File: src/rtl/spi_adc_responder.sv
// SPI mode-0 slave emulating a 12-bit ADC: serves a held sample on MISO and captures MOSI frames.
// Optional build macro TEST_RAMP_EN replaces the held sample with an internal counting ramp.
module spi_adc_responder #(
    parameter int DATA_W      = 12,
    parameter int FRAME_W     = 16,
    parameter int SYNC_STAGES = 2
) (
    input  logic               clk,
    input  logic               reset,
    input  logic [DATA_W-1:0]  sample_data,
    input  logic               sample_valid,
    output logic               sample_ready,
    input  logic               SCK,
    input  logic               CS,
    input  logic               MOSI,
    output logic               MISO,
    output logic               miso_oe,
    output logic [FRAME_W-1:0] rx_data,
    output logic               frame_done,
    output logic               frame_abort,
    output logic               sample_overrun,
    output logic               busy
);

    localparam int CNT_W = $clog2(FRAME_W + 1);

    typedef enum logic [1:0] {
        IDLE  = 2'd0,
        SHIFT = 2'd1,
        DONE  = 2'd2
    } state_t;

    // Pad synchronizers; one extra stage on SCK and CS gives the edge reference.
    // CS resets high so leaving reset never fakes a chip-select fall.
    logic [SYNC_STAGES-1:0] sck_sync, cs_sync, mosi_sync;
    logic sck_d, cs_d;
    logic sck_s, cs_s, mosi_s;
    logic sck_rise, sck_fall, cs_rise, cs_fall;

    always_ff @(posedge clk) begin
        if (reset) begin
            sck_sync  <= '0;
            cs_sync   <= '1;
            mosi_sync <= '0;
            sck_d     <= 1'b0;
            cs_d      <= 1'b1;
        end else begin
            sck_sync  <= {sck_sync[SYNC_STAGES-2:0], SCK};
            cs_sync   <= {cs_sync[SYNC_STAGES-2:0], CS};
            mosi_sync <= {mosi_sync[SYNC_STAGES-2:0], MOSI};
            sck_d     <= sck_s;
            cs_d      <= cs_s;
        end
    end

    assign sck_s    = sck_sync[SYNC_STAGES-1];
    assign cs_s     = cs_sync[SYNC_STAGES-1];
    assign mosi_s   = mosi_sync[SYNC_STAGES-1];
    assign sck_rise = sck_s & ~sck_d;
    assign sck_fall = ~sck_s & sck_d;
    assign cs_rise  = cs_s & ~cs_d;
    assign cs_fall  = ~cs_s & cs_d;

    state_t             state_q, state_d;
    logic [CNT_W-1:0]   bit_cnt_q, bit_cnt_d;
    logic [FRAME_W-1:0] tx_q, tx_d;
    logic [FRAME_W-1:0] rx_shift_q, rx_shift_d;
    logic [FRAME_W-1:0] rx_data_q, rx_data_d;
    logic               miso_q, miso_d;
    logic               oe_q, oe_d;
    logic               done_q, done_d;
    logic               abort_q, abort_d;
    logic               overrun_q, overrun_d;
    logic [DATA_W-1:0]  tx_src;
    logic               load;

`ifdef TEST_RAMP_EN
    logic [DATA_W-1:0] ramp_q, ramp_d;
`else
    logic [DATA_W-1:0] hold_q, hold_d;
    logic              pending_q, pending_d;
    logic              ready_q;
`endif

    assign load = (state_q == IDLE) && cs_fall;

    always_ff @(posedge clk) begin
        if (reset) begin
            state_q    <= IDLE;
            bit_cnt_q  <= '0;
            tx_q       <= '0;
            rx_shift_q <= '0;
            rx_data_q  <= '0;
            miso_q     <= 1'b0;
            oe_q       <= 1'b0;
            done_q     <= 1'b0;
            abort_q    <= 1'b0;
            overrun_q  <= 1'b0;
`ifdef TEST_RAMP_EN
            ramp_q     <= '0;
`else
            hold_q     <= '0;
            pending_q  <= 1'b0;
            ready_q    <= 1'b0;
`endif
        end else begin
            state_q    <= state_d;
            bit_cnt_q  <= bit_cnt_d;
            tx_q       <= tx_d;
            rx_shift_q <= rx_shift_d;
            rx_data_q  <= rx_data_d;
            miso_q     <= miso_d;
            oe_q       <= oe_d;
            done_q     <= done_d;
            abort_q    <= abort_d;
            overrun_q  <= overrun_d;
`ifdef TEST_RAMP_EN
            ramp_q     <= ramp_d;
`else
            hold_q     <= hold_d;
            pending_q  <= pending_d;
            ready_q    <= 1'b1;
`endif
        end
    end

    // Sample source and holding register. A valid arriving in the same cycle as the
    // chip-select fall bypasses the holding register and is not an overrun.
    always_comb begin
        overrun_d = 1'b0;
`ifdef TEST_RAMP_EN
        tx_src = ramp_q;
        ramp_d = done_d ? ramp_q + DATA_W'(1) : ramp_q;
`else
        tx_src    = sample_valid ? sample_data : hold_q;
        hold_d    = hold_q;
        pending_d = pending_q;
        if (sample_valid) begin
            hold_d    = sample_data;
            pending_d = 1'b1;
            if (pending_q && !load) overrun_d = 1'b1;
        end
        if (load) pending_d = 1'b0;
`endif
    end

    always_comb begin
        state_d    = state_q;
        bit_cnt_d  = bit_cnt_q;
        tx_d       = tx_q;
        rx_shift_d = rx_shift_q;
        rx_data_d  = rx_data_q;
        miso_d     = miso_q;
        oe_d       = oe_q;
        done_d     = 1'b0;
        abort_d    = 1'b0;

        case (state_q)
            IDLE: begin
                miso_d = 1'b0;
                oe_d   = 1'b0;
                if (cs_fall) begin
                    tx_d       = {{(FRAME_W-DATA_W){1'b0}}, tx_src};
                    bit_cnt_d  = '0;
                    rx_shift_d = '0;
                    miso_d     = tx_d[FRAME_W-1];
                    oe_d       = 1'b1;
                    state_d    = SHIFT;
                end
            end
            SHIFT, DONE: begin
                // CS rise outranks any SCK edge seen in the same cycle.
                if (cs_rise) begin
                    state_d = IDLE;
                    miso_d  = 1'b0;
                    oe_d    = 1'b0;
                    if (bit_cnt_q == CNT_W'(FRAME_W)) begin
                        rx_data_d = rx_shift_q;
                        done_d    = 1'b1;
                    end else begin
                        abort_d = 1'b1;
                    end
                end else if (state_q == SHIFT) begin
                    if (sck_rise) begin
                        rx_shift_d = {rx_shift_q[FRAME_W-2:0], mosi_s};
                        bit_cnt_d  = bit_cnt_q + CNT_W'(1);
                        if (bit_cnt_q == CNT_W'(FRAME_W - 1)) begin
                            state_d = DONE;
                            miso_d  = 1'b0;
                        end
                    end else if (sck_fall) begin
                        tx_d   = tx_q << 1;
                        miso_d = tx_q[FRAME_W-2];
                    end
                end else begin
                    miso_d = 1'b0;
                end
            end
            default: begin
                state_d = IDLE;
                miso_d  = 1'b0;
                oe_d    = 1'b0;
            end
        endcase
    end

    assign MISO        = miso_q;
    assign miso_oe     = oe_q;
    assign rx_data     = rx_data_q;
    assign frame_done  = done_q;
    assign frame_abort = abort_q;
    assign busy        = (state_q != IDLE);

`ifdef TEST_RAMP_EN
    assign sample_ready   = 1'b1;
    assign sample_overrun = 1'b0;
`else
    assign sample_ready   = ready_q;
    assign sample_overrun = overrun_q;
`endif

endmodule
File: config.mk
export PLATFORM = sky130hd
export DESIGN_NAME = spi_adc_responder
export DESIGN_NICKNAME = d
export VERILOG_FILES = /design/src/rtl/spi_adc_responder.sv
export SDC_FILE = /design/constraint.sdc
export NUM_CORES = 1
export LEC_CHECK = 0
export ABC_AREA = 1
export CAP_MARGIN = 20
export CORE_MARGIN = 1.5
export CORE_UTILIZATION = 50
export CTS_CLUSTER_DIAMETER = 60
export DETAILED_ROUTE_END_ITERATION = 6
export DONT_BUFFER_PORTS = 1
export HOLD_SLACK_MARGIN = 0.12
export PLACE_DENSITY = 0.76
export SETUP_SLACK_MARGIN = 0.2
export SLEW_MARGIN = 40
export SYNTH_ARGS = -nofsm -noshare
export SYNTH_HDL_FRONTEND = slang
export SYNTH_SLANG_ARGS = --single-unit
File: constraint.sdc
create_clock -name clk -period 1.8 [get_ports clk]
set_input_delay 0.18 -clock clk [delete_from_list [all_inputs] [get_ports clk]]
set_output_delay 0.18 -clock clk [all_outputs]
set_load 0.005 [all_outputs]
==> out/qor.txt <==
Crit start category: flip-flop
CTS max path bufs: 2
RSZ-0062 raised after global routing: yes
Num CTS Buffers: 9
Hold Path End: tx_q[4]
Tcrit/Tclk final: 0.917
H-tree depth: 3
Top FF cell, synth: dfxtp_1
CP Cell Sequence: inv_4 -> ha_4 -> nand2_2 -> nand2_2 -> nand2_2 -> nor2_4 -> buf_6 -> nand2_4 -> nand2_2 -> nor2_2
Share of cells above drive strength 1: 0.141
Largest net degree at the start of global routing: 29
Final max-slew violation count: 0
#FFs+latches synth: 81
Total power: 5.65 mW
Power per cell area: 1420 nW/um2
Initial antenna violation count: 0
Max-slew headroom: 0.645
Hold path depth: 6
Via-to-Cell Ratio: 5.00
Clock insertion delay at the later pin of the skew report: 0.35 ns
Iteration count of the initial detailed-routing pass: 4
Most common cell in the netlist: nand2_1
Core area: 6350 um2
Slew at the pin closest to its max-slew limit: 0.529 ns
Count of final hold-check violations: 0
Comb pwr share: 0.324
Number of routed nets with antenna violations: 0
Synth Area in Compound Gates: 0.0727
Flop pwr share: 0.409
Synthesized area: 3300 um2
First-pass GRT wire length: 11.6 mm
Setup violations, final: 0
Congestion Overflow GR: 0
# DRC: 0
Final WL: 6.89 mm
Cell accounting for the most synthesized area: dfxtp_1
Share of the synthesized area in the top cell type: 0.491
Tightest Hold Check Type: in -> reg
Synth Area in Adders: 0.0189
Clk network pwr share: 0.267
XOR/XNOR Fraction of Synth Area: 0
Post-synth EDFFs: 0
Mux cell area share after synthesis: 0.0333
Psw: 1.86 mW
Crit-path max cell delay: 0.34 ns
Worst VDD drop: 725 uV
Worst reg2reg startpoint: state_q[1]
Initial Utilization: 0.520
Average size of a mapped cell: 7.18 um2
Placer congestion estimate: 0.844
Fillers: 539
Top cells by area, synth: dfxtp_1 (49%), nand2_1 (17%), nor2_1 (12%)
GRT Resource Usage Total: 0.200
Cell variety after synth: 25
Hold_sp: sample_valid
Num ports: 41
Yosys warns: 0
PortBufs: 0
Simple-gate portion of the synthesized area: 0.317
DR WL/cell: 12.2 um
CTS Sinks: 81
Rows: 29
Status: finished, final reports clean
Data arrival, critical path: 1.90 ns
FF-to-FF End: rx_shift_q[3]
Layout Nets: 509
Vias in the first global route: 2,667
DP Wirelength: 4.01 mm
WP data required: 2.05 ns
Int Power: 3.79 mW
Top cell by count, worst path: nand2_2
Post-synthesis sequential area ratio: 0.491
Die ar.: 7110 um2
N_diodes: 0
Mapped Cells: 460
Switching Share: 0.329
Area growth from synthesis to layout: 20.1%
R2r worst-path depth: 10
Routed via count: 2,833
Layout Skew: 0.00714 ns
Worst Setup End Kind: flip-flop
Critical path type: reg -> reg
Ys async rst share: 0
Initial DRC Count: 141
Root Buffer: clkbuf_8
Post-Route Setup TNS: 0 ns
R2R setup slack: 0.15 ns
Syn nets: 483
Fmax: 606 MHz
Max_cap viols: 0
Largest family of logic cells by synthesized area: simple AND/OR/NAND/NOR gates
CTS tree: built
Leakage: 1.78 nW
CP max stage cell: dfxtp_2
Clock transition at path regs: 0.08 ns
Min Clock Period, post-route: 1.65 ns
Die Height: 84.3 um
Die X: 84.3 um
Worst-path maximum fanout: 7
Synth cell count leaders: nand2_1 (146), nor2_1 (109), dfxtp_1 (81)
==> stage by stage <==
stage                     instances  cell area, um2  utilization  worst slack [ns]  hold slack [ns]
after CTS                       565            3870        0.609             0.197            0.178
after global placement          524            3370        0.530             0.178            0.246
after global routing            567            3970        0.625            0.0703            0.221
after detailed placement        524            3370        0.530            0.0912            0.249
final                           567            3970        0.625             0.149            0.189
after floorplan                 460            3320            -             0.201            0.284
==> routing by layer <==
| metal | up-vias | part of all wire | routed length [um] | track usage |
|---|---|---|---|---|
| met5 | - | 0 | 0 | 0 |
| met4 | 0 | 0.018 | 121 | 0.0894 |
| met3 | 9 | 0.049 | 339 | 0.0590 |
| met2 | 56 | 0.45 | 3120 | 0.320 |
| met1 | 1291 | 0.48 | 3310 | 0.250 |
| li1 | 1477 | - | - | - |
==> critical path: cells and delay by family (launching register included) <==
family | cells | cell delay (ns)
adder cells (fa/ha/maj) | 1 | 0.31
buffers and inverters | 2 | 0.23
flip-flops | 1 | 0.34
AND/OR/NAND/NOR | 7 | 0.67
==> timing repair <==
item | 4_1_cts | 5_1_grt
hold buffers | 19 | 0
pin swaps | 3 | 14
endpoints found under the setup margin | 25 | 47
buffers inserted | 3 | 1
endpoints found under the hold margin | 26 | 0
resized for setup | 12 | 33
gates cloned | 4 | 1
==> cell type report <==
cell class / count / area, um2 / area share
Sequential cell: 81 / 1630 / 0.409
Multi-Input combinational cell: 332 / 1560 / 0.392
Timing Repair Buffer: 37 / 365 / 0.0920
Clock buffer: 13 / 169 / 0.0425
Inverter: 25 / 98.8 / 0.0249
Tap cell: 77 / 96.3 / 0.0243
Clock inverter: 2 / 60.1 / 0.0151
==> flip-flops by register name, indices dropped and copies added (netlist names) <==
name            cells
sample_ready        1
rx_data            16
tx_q               15
state_q             2
MISO                1
bit_cnt_q           5
rx_shift_q         16
mosi_sync           2
miso_oe             1
hold_q             12
sck_d               1
pending_q           1
cs_d                1
sck_sync            2
cs_sync             2
frame_abort         1
frame_done          1
sample_overrun      1
==> worst max path at each step <==
stage          slack (ns)            end  startpoint  depth (start not counted)
2_1_floorplan        0.20  rx_shift_q[3]  state_q[1]                         12
3_3_place_gp         0.18   bit_cnt_q[3]  state_q[0]                         11
3_5_place_dp         0.09   bit_cnt_q[3]  state_q[0]                         11
4_1_cts              0.20     rx_data[9]  state_q[1]                          7
5_1_grt              0.07  rx_shift_q[1]  state_q[1]                         10
6_report             0.15  rx_shift_q[3]  state_q[1]                         10
==> cell usage in the layout, fill, tap and decap left out, types with 2 or more instances in the layout <==
master / n
inv_1: 19
nor2_2: 2
nand3_1: 4
ha_1: 3
inv_2: 3
o21bai_1: 3
nand2_4: 4
nor2_4: 2
inv_4: 2
nand2_1: 128
o21ai_1: 2
dlygate4sd3_1: 19
dfxtp_1: 78
buf_4: 8
clkbuf_8: 12
nor2_1: 107
bufinv_16: 2
o21ai_0: 19
nor3_1: 2
buf_6: 8
nand4_1: 2
a21oi_1: 21
mux2i_1: 11
or2_2: 2
nand2_2: 16
dfxtp_2: 3
==> power by group through the flow <==
stage / combinational [mW] / sequential (mW) / clock [mW]
floorplan: 1.26 / 2.29 / 0
global placement: 1.39 / 2.33 / 0
detailed placement: 1.43 / 2.34 / 0
CTS: 1.65 / 2.30 / 1.53
global route: 2.06 / 2.35 / 1.61
finish: 1.83 / 2.31 / 1.51
==> cell families after synthesis <==
family / after synthesis
adder cells (fa/ha/maj): 5
AND/OR/NAND/NOR: 270
flip-flops: 81
multiplexers: 11
AO/OA/AOI/OAI: 46
buffers and inverters: 47
(Power assumes the default switching activity.)
